[config.mk]
export PLATFORM = sky130hd
export DESIGN_NAME = alu_seq
export DESIGN_NICKNAME = d
export VERILOG_FILES = /design/src/rtl/alu_seq.sv
export SDC_FILE = /design/constraint.sdc
export NUM_CORES = 1
export LEC_CHECK = 0
export CORE_ASPECT_RATIO = 0.7
export CORE_UTILIZATION = 65
export DETAILED_ROUTE_END_ITERATION = 7
export DONT_BUFFER_PORTS = 1
export GPL_TIMING_DRIVEN = 0
export PLACE_DENSITY = 0.9
export SLEW_MARGIN = 15
export SYNTH_ARGS = -nofsm -noshare
export SYNTH_HDL_FRONTEND = slang
export SYNTH_SLANG_ARGS = --single-unit
[constraint.sdc]
create_clock -name clk -period 4.45 [get_ports clk]
set_clock_uncertainty 0.1 [all_clocks]
set_input_delay 1.1125 -clock clk [delete_from_list [all_inputs] [get_ports clk]]
set_output_delay 1.1125 -clock clk [all_outputs]
set_load 0.02 [all_outputs]
[src/rtl/alu_seq.sv]
// alu_seq: WIDTH-bit logic/arithmetic unit with valid/ready handshakes and status flags.
// Add/sub/logic results are ready one cycle after accept; multiply is a WIDTH-step shift-add.
//
// state | meaning
// IDLE  | in_ready=1, waiting for an op
// MUL   | one shift-add step per cycle, r_cnt counts down to the last step
// DONE  | out_valid=1, result and flags held until out_ready
module alu_seq #(
  parameter int WIDTH = 8
) (
  input  logic             clk,
  input  logic             rst,
  input  logic             in_valid,
  output logic             in_ready,
  input  logic             m,
  input  logic [1:0]       s,
  input  logic [WIDTH-1:0] a,
  input  logic [WIDTH-1:0] b,
  output logic             out_valid,
  input  logic             out_ready,
  output logic [WIDTH-1:0] f,
  output logic             flag_z,
  output logic             flag_n,
  output logic             flag_c,
  output logic             flag_v
);

  typedef enum logic [1:0] {IDLE, MUL, DONE} state_t;

  localparam int CW = (WIDTH > 1) ? $clog2(WIDTH) : 1;

  state_t               r_state;
  logic [CW-1:0]        r_cnt;
  logic [2*WIDTH-1:0]   r_mcand;
  logic [WIDTH-1:0]     r_mplier;
  logic [2*WIDTH-1:0]   r_acc;
  logic                 r_out_valid;
  logic [WIDTH-1:0]     r_f;
  logic                 r_z;
  logic                 r_n;
  logic                 r_c;
  logic                 r_v;

  logic [WIDTH:0]       w_sum;
  logic [WIDTH:0]       w_diff;
  logic [2*WIDTH-1:0]   w_acc_nxt;
  logic [WIDTH-1:0]     w_res;
  logic                 w_c;
  logic                 w_v;

  // add-with-carry reuses the flag_c left by the previous completed op
  assign w_sum     = {1'b0, a} + {1'b0, b} + {{WIDTH{1'b0}}, (s == 2'b11) & r_c};
  assign w_diff    = {1'b0, a} - {1'b0, b};
  assign w_acc_nxt = r_acc + (r_mplier[0] ? r_mcand : '0);

  always_comb begin
    w_res = '0;
    w_c   = 1'b0;
    w_v   = 1'b0;
    if (r_state == MUL) begin
      w_res = w_acc_nxt[WIDTH-1:0];
      w_c   = |w_acc_nxt[2*WIDTH-1:WIDTH];
    end else if (!m) begin
      case (s)
        2'b00:   w_res = a;
        2'b01:   w_res = ~a;
        2'b10:   w_res = a ^ b;
        default: w_res = ~(a ^ b);
      endcase
    end else begin
      case (s)
        2'b00, 2'b11: begin
          w_res = w_sum[WIDTH-1:0];
          w_c   = w_sum[WIDTH];
          w_v   = (a[WIDTH-1] == b[WIDTH-1]) && (w_sum[WIDTH-1] != a[WIDTH-1]);
        end
        2'b01: begin
          w_res = w_diff[WIDTH-1:0];
          w_c   = w_diff[WIDTH];
          w_v   = (a[WIDTH-1] != b[WIDTH-1]) && (w_diff[WIDTH-1] != a[WIDTH-1]);
        end
        default: begin
          w_res = '0;
        end
      endcase
    end
  end

  always_ff @(posedge clk) begin
    if (rst) begin
      r_state     <= IDLE;
      r_cnt       <= '0;
      r_mcand     <= '0;
      r_mplier    <= '0;
      r_acc       <= '0;
      r_out_valid <= 1'b0;
      r_f         <= '0;
      r_z         <= 1'b0;
      r_n         <= 1'b0;
      r_c         <= 1'b0;
      r_v         <= 1'b0;
    end else begin
      case (r_state)
        IDLE: begin
          if (in_valid) begin
            if (m && (s == 2'b10)) begin
              r_mcand  <= {{WIDTH{1'b0}}, a};
              r_mplier <= b;
              r_acc    <= '0;
              r_cnt    <= CW'(WIDTH - 1);
              r_state  <= MUL;
            end else begin
              r_f         <= w_res;
              r_z         <= (w_res == '0);
              r_n         <= w_res[WIDTH-1];
              r_c         <= w_c;
              r_v         <= w_v;
              r_out_valid <= 1'b1;
              r_state     <= DONE;
            end
          end
        end
        MUL: begin
          r_acc    <= w_acc_nxt;
          r_mcand  <= r_mcand << 1;
          r_mplier <= r_mplier >> 1;
          // terminal count: this is the WIDTH-th step, so results load from w_acc_nxt
          if (r_cnt == '0) begin
            r_f         <= w_res;
            r_z         <= (w_res == '0);
            r_n         <= w_res[WIDTH-1];
            r_c         <= w_c;
            r_v         <= 1'b0;
            r_out_valid <= 1'b1;
            r_state     <= DONE;
          end else begin
            r_cnt <= r_cnt - CW'(1);
          end
        end
        DONE: begin
          if (out_ready) begin
            r_out_valid <= 1'b0;
            r_state     <= IDLE;
          end
        end
        default: r_state <= IDLE;
      endcase
    end
  end

  assign in_ready  = (r_state == IDLE) && !rst;
  assign out_valid = r_out_valid;
  assign f         = r_f;
  assign flag_z    = r_z;
  assign flag_n    = r_n;
  assign flag_c    = r_c;
  assign flag_v    = r_v;

endmodule

# Word-level counts from Yosys, hierarchy flattened
# Index checks and enable logic that the tools add are counted.
word_totals:
  regBits: 58
  in_bits: 23
  out_inout_bits: 14
  elab_cells: 106
classes:
  addsub: 5
  eq_ne: 15
  n_mux: 53
  bitwise_logic: 4
  reduce_logical: 18
op_table:
  columns: ["cell", "count"]
  rows:
  - ["two-way mux 16 bit", 5]
  - ["case mux 16 bit (2 select lines)", 2]
  - ["two-way mux 8 bit", 7]
  - ["case mux 8 bit (2 select lines)", 3]
  - ["case mux 8 bit (3 select lines)", 1]
  - ["two-way mux 1 bit", 19]
  - ["adder 16 bit", 1]
  - ["inverter 8 bit", 2]
  - ["case mux 1 bit (2 select lines)", 6]
  - ["!= test 2 bit (second input constant)", 5]
  - ["adder 8 x 8 -> 9 bit", 1]
  - ["adder 9 x 1 -> 9 bit", 1]
  - ["two-way mux 3 bit", 3]
  - ["subtractor 8 x 8 -> 9 bit", 1]
  - ["zero test 8 bit", 1]
  - ["two-way mux 2 bit", 4]
  - ["AND reduction 4 bit", 2]
  - ["OR reduction 8 bit", 1]
  - ["bitwise XOR 8 bit", 1]
  - ["equality test 2 bit (second input constant)", 3]
  - ["case mux 2 bit (3 select lines)", 1]
  - ["case mux 3 bit (2 select lines)", 1]
  - ["AND reduction 3 bit", 2]
  - ["AND reduction 5 bit", 1]
  - ["other kinds (14)", 21]

# Logic depth before layout (Yosys ltp)
logic_depth:
  word_depth: 10
  mapped_depth: 12
  mapped_depth_nobuf: 12

# Worst setup path before layout
# No wires, ideal clock.
synth_timing:
  kind: "in2reg"
  from: "input s[0]"
  to: "register r_z, in the netlist flag_z"
  setup_time_ns: 0.116
  t_arrival_ns: 3.385
  required_ns: 4.234
  path_slack_ns: 0.848
  stages: 12
  path_buffers: 0
  cell_sequence: "ha_1 and2_1 fa_1 fa_1 nand2b_1 a21oi_1 or3_1 a21oi_1 o21ai_0 o311a_1 and4b_1 a41o_1"
synth_between:
  elab_chain_len: 10
  elab_cells_between_ends: 19
  cone_classes: "add/sub (1); eq/ne (4); mux (8); bitwise (1); reduce/logical (5)"
synth_lines:
  columns: ["item", "line_no", "source"]
  rows:
  - ["start: declaration", "16", "input logic [1:0] s,"]
  - ["equality test 2 bit", "52, 71", null]
  - ["bitwise AND 1 bit", "52", "assign w_sum = {1'b0, a} + {1'b0, b} + {{WIDTH{1'b0}}, (s == 2'b11) & r_c};"]
  - ["adder 9 x 1 -> 9 bit", "52", null]
  - ["case mux 8 bit (2 select lines)", "71", "case (s)"]
  - ["two-way mux 8 bit", "63", "end else if (!m) begin"]
  - ["two-way mux 8 bit", "60", "if (r_state == MUL) begin"]
  - ["zero test 8 bit", "114, 130", null]
  - ["two-way mux 1 bit", "106", "if (m && (s == 2'b10)) begin"]
  - ["two-way mux 1 bit", "105", "if (in_valid) begin"]
  - ["case mux 1 bit (2 select lines)", "103", "case (r_state)"]
  - ["end signal: assignment", "114", "r_z <= (w_res == '0);"]
  - ["end signal: assignment", "130", "r_z <= (w_res == '0);"]
  - ["end: declaration", "39", "logic r_z;"]
# Parallel ways exist; a longest one is shown, timed or not. The select of a mux whose other input is x is not followed.
# A chain may end at the register's enable or synchronous reset.

# Worst setup path after layout
# Ends and elaborated chain as after synthesis.

==> out/metrics.yaml <==
status: "complete, no violations"
cts_hold_buf: 0
gp_congestion: 0.973
worstSetupPathType: "input pin to flop"
tightest_slew_ns: 0.898
hold_class: "flop to flop"
gr-usage-met1_pct: 52.6
fin_nets: 635
rsz0062_at_grt: "no"
clk_transition_reported_paths_ns: 0.08
drtPass1Iterations: 5
power.total_mw: 1.31
grt_pass1_wl_um: 20200
setup_tns_ns: 0
antenna_left: 0
ctsResizeCount: 0
cp_max_fo: 4
layout_commonest_cell: "nor2_1"
antenna_found_initial: 0
drv_cap: 0
startpoint_type: "input pin"
htreeDepth: 3
endpoint: "flag_z$_SDFFE_PP0P_"
reg2regPathDepth: 12
synth_area_um2: 4350
slew_headroom_pct: 39.4
vias: 4427
stdcell_area_um2: 4670
row_count: 24
place_hpwl_um: 9700
drc: 0
syn_nets: 624
synthFlopType: "dfxtp_1"
hold_slack_ns: 0.364
die_w_um: 99.8
endpoint_kind: "flop"
p_leak_nw: 1.91
ys_types: 69
postCtsSetupBuffers: 0
wire_per_inst_um: 19.1
ys_warn_count: 0
placed_area_um2: 4460
via_per_inst: 6.64
dp_cells: 651
gr-total-overflow: 0
crit_start: "s[0]"
fill_cells: 512
first_iter_violations: 347
wl_um: 12700
final_cell_mix: "72 x nor2_1, 64 x nand2_1, 57 x dfxtp_1"
grt_pass1_vias: 4072
insertion_delay_ns: 0.35
postSynthAreaPerCell_um2: 7.77
syn_to_final_growth_pct: 7.28
hold_viol_final: 0
die_h_um: 70.4
cp_data_required_time_ns: 4.60
io_buffer_count: 0
dp_slack_ns: 0.478
r2r-start: "r_mplier[0]$_SDFFE_PP0P_"
clockRootBuffer: "clkbuf_8"
drive_above_1_share_pct: 5.73
fin_crit_ns: 3.72
final.period_utilization_pct: 83.5
initial_core_util_pct: 68.7
synthCells: 560
io_pins: 37
fmax_mhz: 269
cts_tree: "done"
clkSinkCount: 57
fin_util_pct: 73.7
core-area_um2: 6340
p_per_area_nw_per_um2: 281
r2r_end: "flag_c$_SDFFE_PP0P_"
grt_max_degree: 13
grt_usage_pct: 37.4
ys_ff_latch: 57
ys_seq_area_share_pct: 26.2
fin_ws_ns: 0.733
top_usage_layer: "met2"
antennaDiodeCount: 0
grtUsageMet2_pct: 56.2
cts_buffers: 9
synth_edf_count: 0
cp_data_arrival_time_ns: 3.86
dieArea_um2: 7030
worstHoldStart: "r_acc[4]$_SDFFE_PP0P_"
setup_viol: 0
rrSetupSlack_ns: 1.10
use_met3_pct: 9.01
slew_viol_final: 0
final-instance-count-excl-fill: 667
clockBufferDepth: 2
peakVddDrop_mv: 0.214
synthArstFlopShare_pct: 0
## sequential cells by signal, indices dropped and copies added, names as in the netlist
register / count
flag_z: 1
r_cnt: 3
f: 8
r_state: 2
r_mcand: 16
flag_c: 1
out_valid: 1
flag_v: 1
r_mplier: 8
r_acc: 16
## critical path, cell delays in order
cell and delay [ns]:
ha_1 0.18, and2_1 0.17, fa_1 0.41, fa_1 0.40, nand2b_1 0.19, a21oi_1 0.11, or3_1 0.32, a21oi_1 0.17
o21ai_0 0.14, o311a_1 0.24, and4b_1 0.21, a41o_1 0.22
## layer usage
metal  wire (um)  up-vias  part of all wire [%]
li1            -     2047                     -
met1        5520     2078                    43
met2        5340      273                    42
met3        1590       29                    12
met4         282        0                   2.2
met5           0        -                     0
## Yosys cell counts, types with 12 or more instances
cell type | instances | area share [%]
and2_1 | 17 | 2.4
dfxtp_1 | 57 | 26
o21ai_0 | 21 | 2.4
nor2_1 | 72 | 6.2
a21oi_1 | 31 | 3.6
nand2_1 | 64 | 5.5
xnor2_1 | 12 | 2.4
a22oi_1 | 17 | 2.9
a311oi_1 | 16 | 3.2
ha_1 | 37 | 11
clkbuf_1 | 26 | 2.2
a211oi_1 | 13 | 2.2
inv_1 | 27 | 2.3
## final cells by class
cell class	instances	area, um^2	area share (%)
buffer	34	141	3.03
clock buffer	9	124	2.65
clock inverter	7	78.8	1.69
inverter	27	101	2.17
multi-input combinational	442	2970	63.6
sequential	57	1140	24.5
tap	91	114	2.44
## cell families after synthesis
kind of cell	share of synthesized area (%)
DFF	26.2
muxes	1.84
and+or+nand+nor	23.0
buffers and inverters	5.58
adders and majority gates	12.5
xor gates and xnor gates	3.62
AOI/OAI and AO/OA	27.2
## worst min-delay path by stage
stage	cells after the start	slack (ns)	end
2_1_floorplan	2	0.33	r_mplier[7]$_SDFFE_PP0P_
3_3_place_gp	2	0.35	r_acc[0]$_SDFFE_PP0P_
3_5_place_dp	2	0.35	r_acc[4]$_SDFFE_PP0P_
4_1_cts	2	0.36	r_acc[4]$_SDFFE_PP0P_
5_1_grt	1	0.38	r_cnt[0]$_SDFFE_PP0P_
6_report	2	0.36	r_acc[4]$_SDFFE_PP0P_
## where the power goes
part           internal (mW)  switching (mW)
combinational         0.0914           0.157
clock                  0.262           0.250
sequential             0.528          0.0249
(Power assumes the default switching activity.)
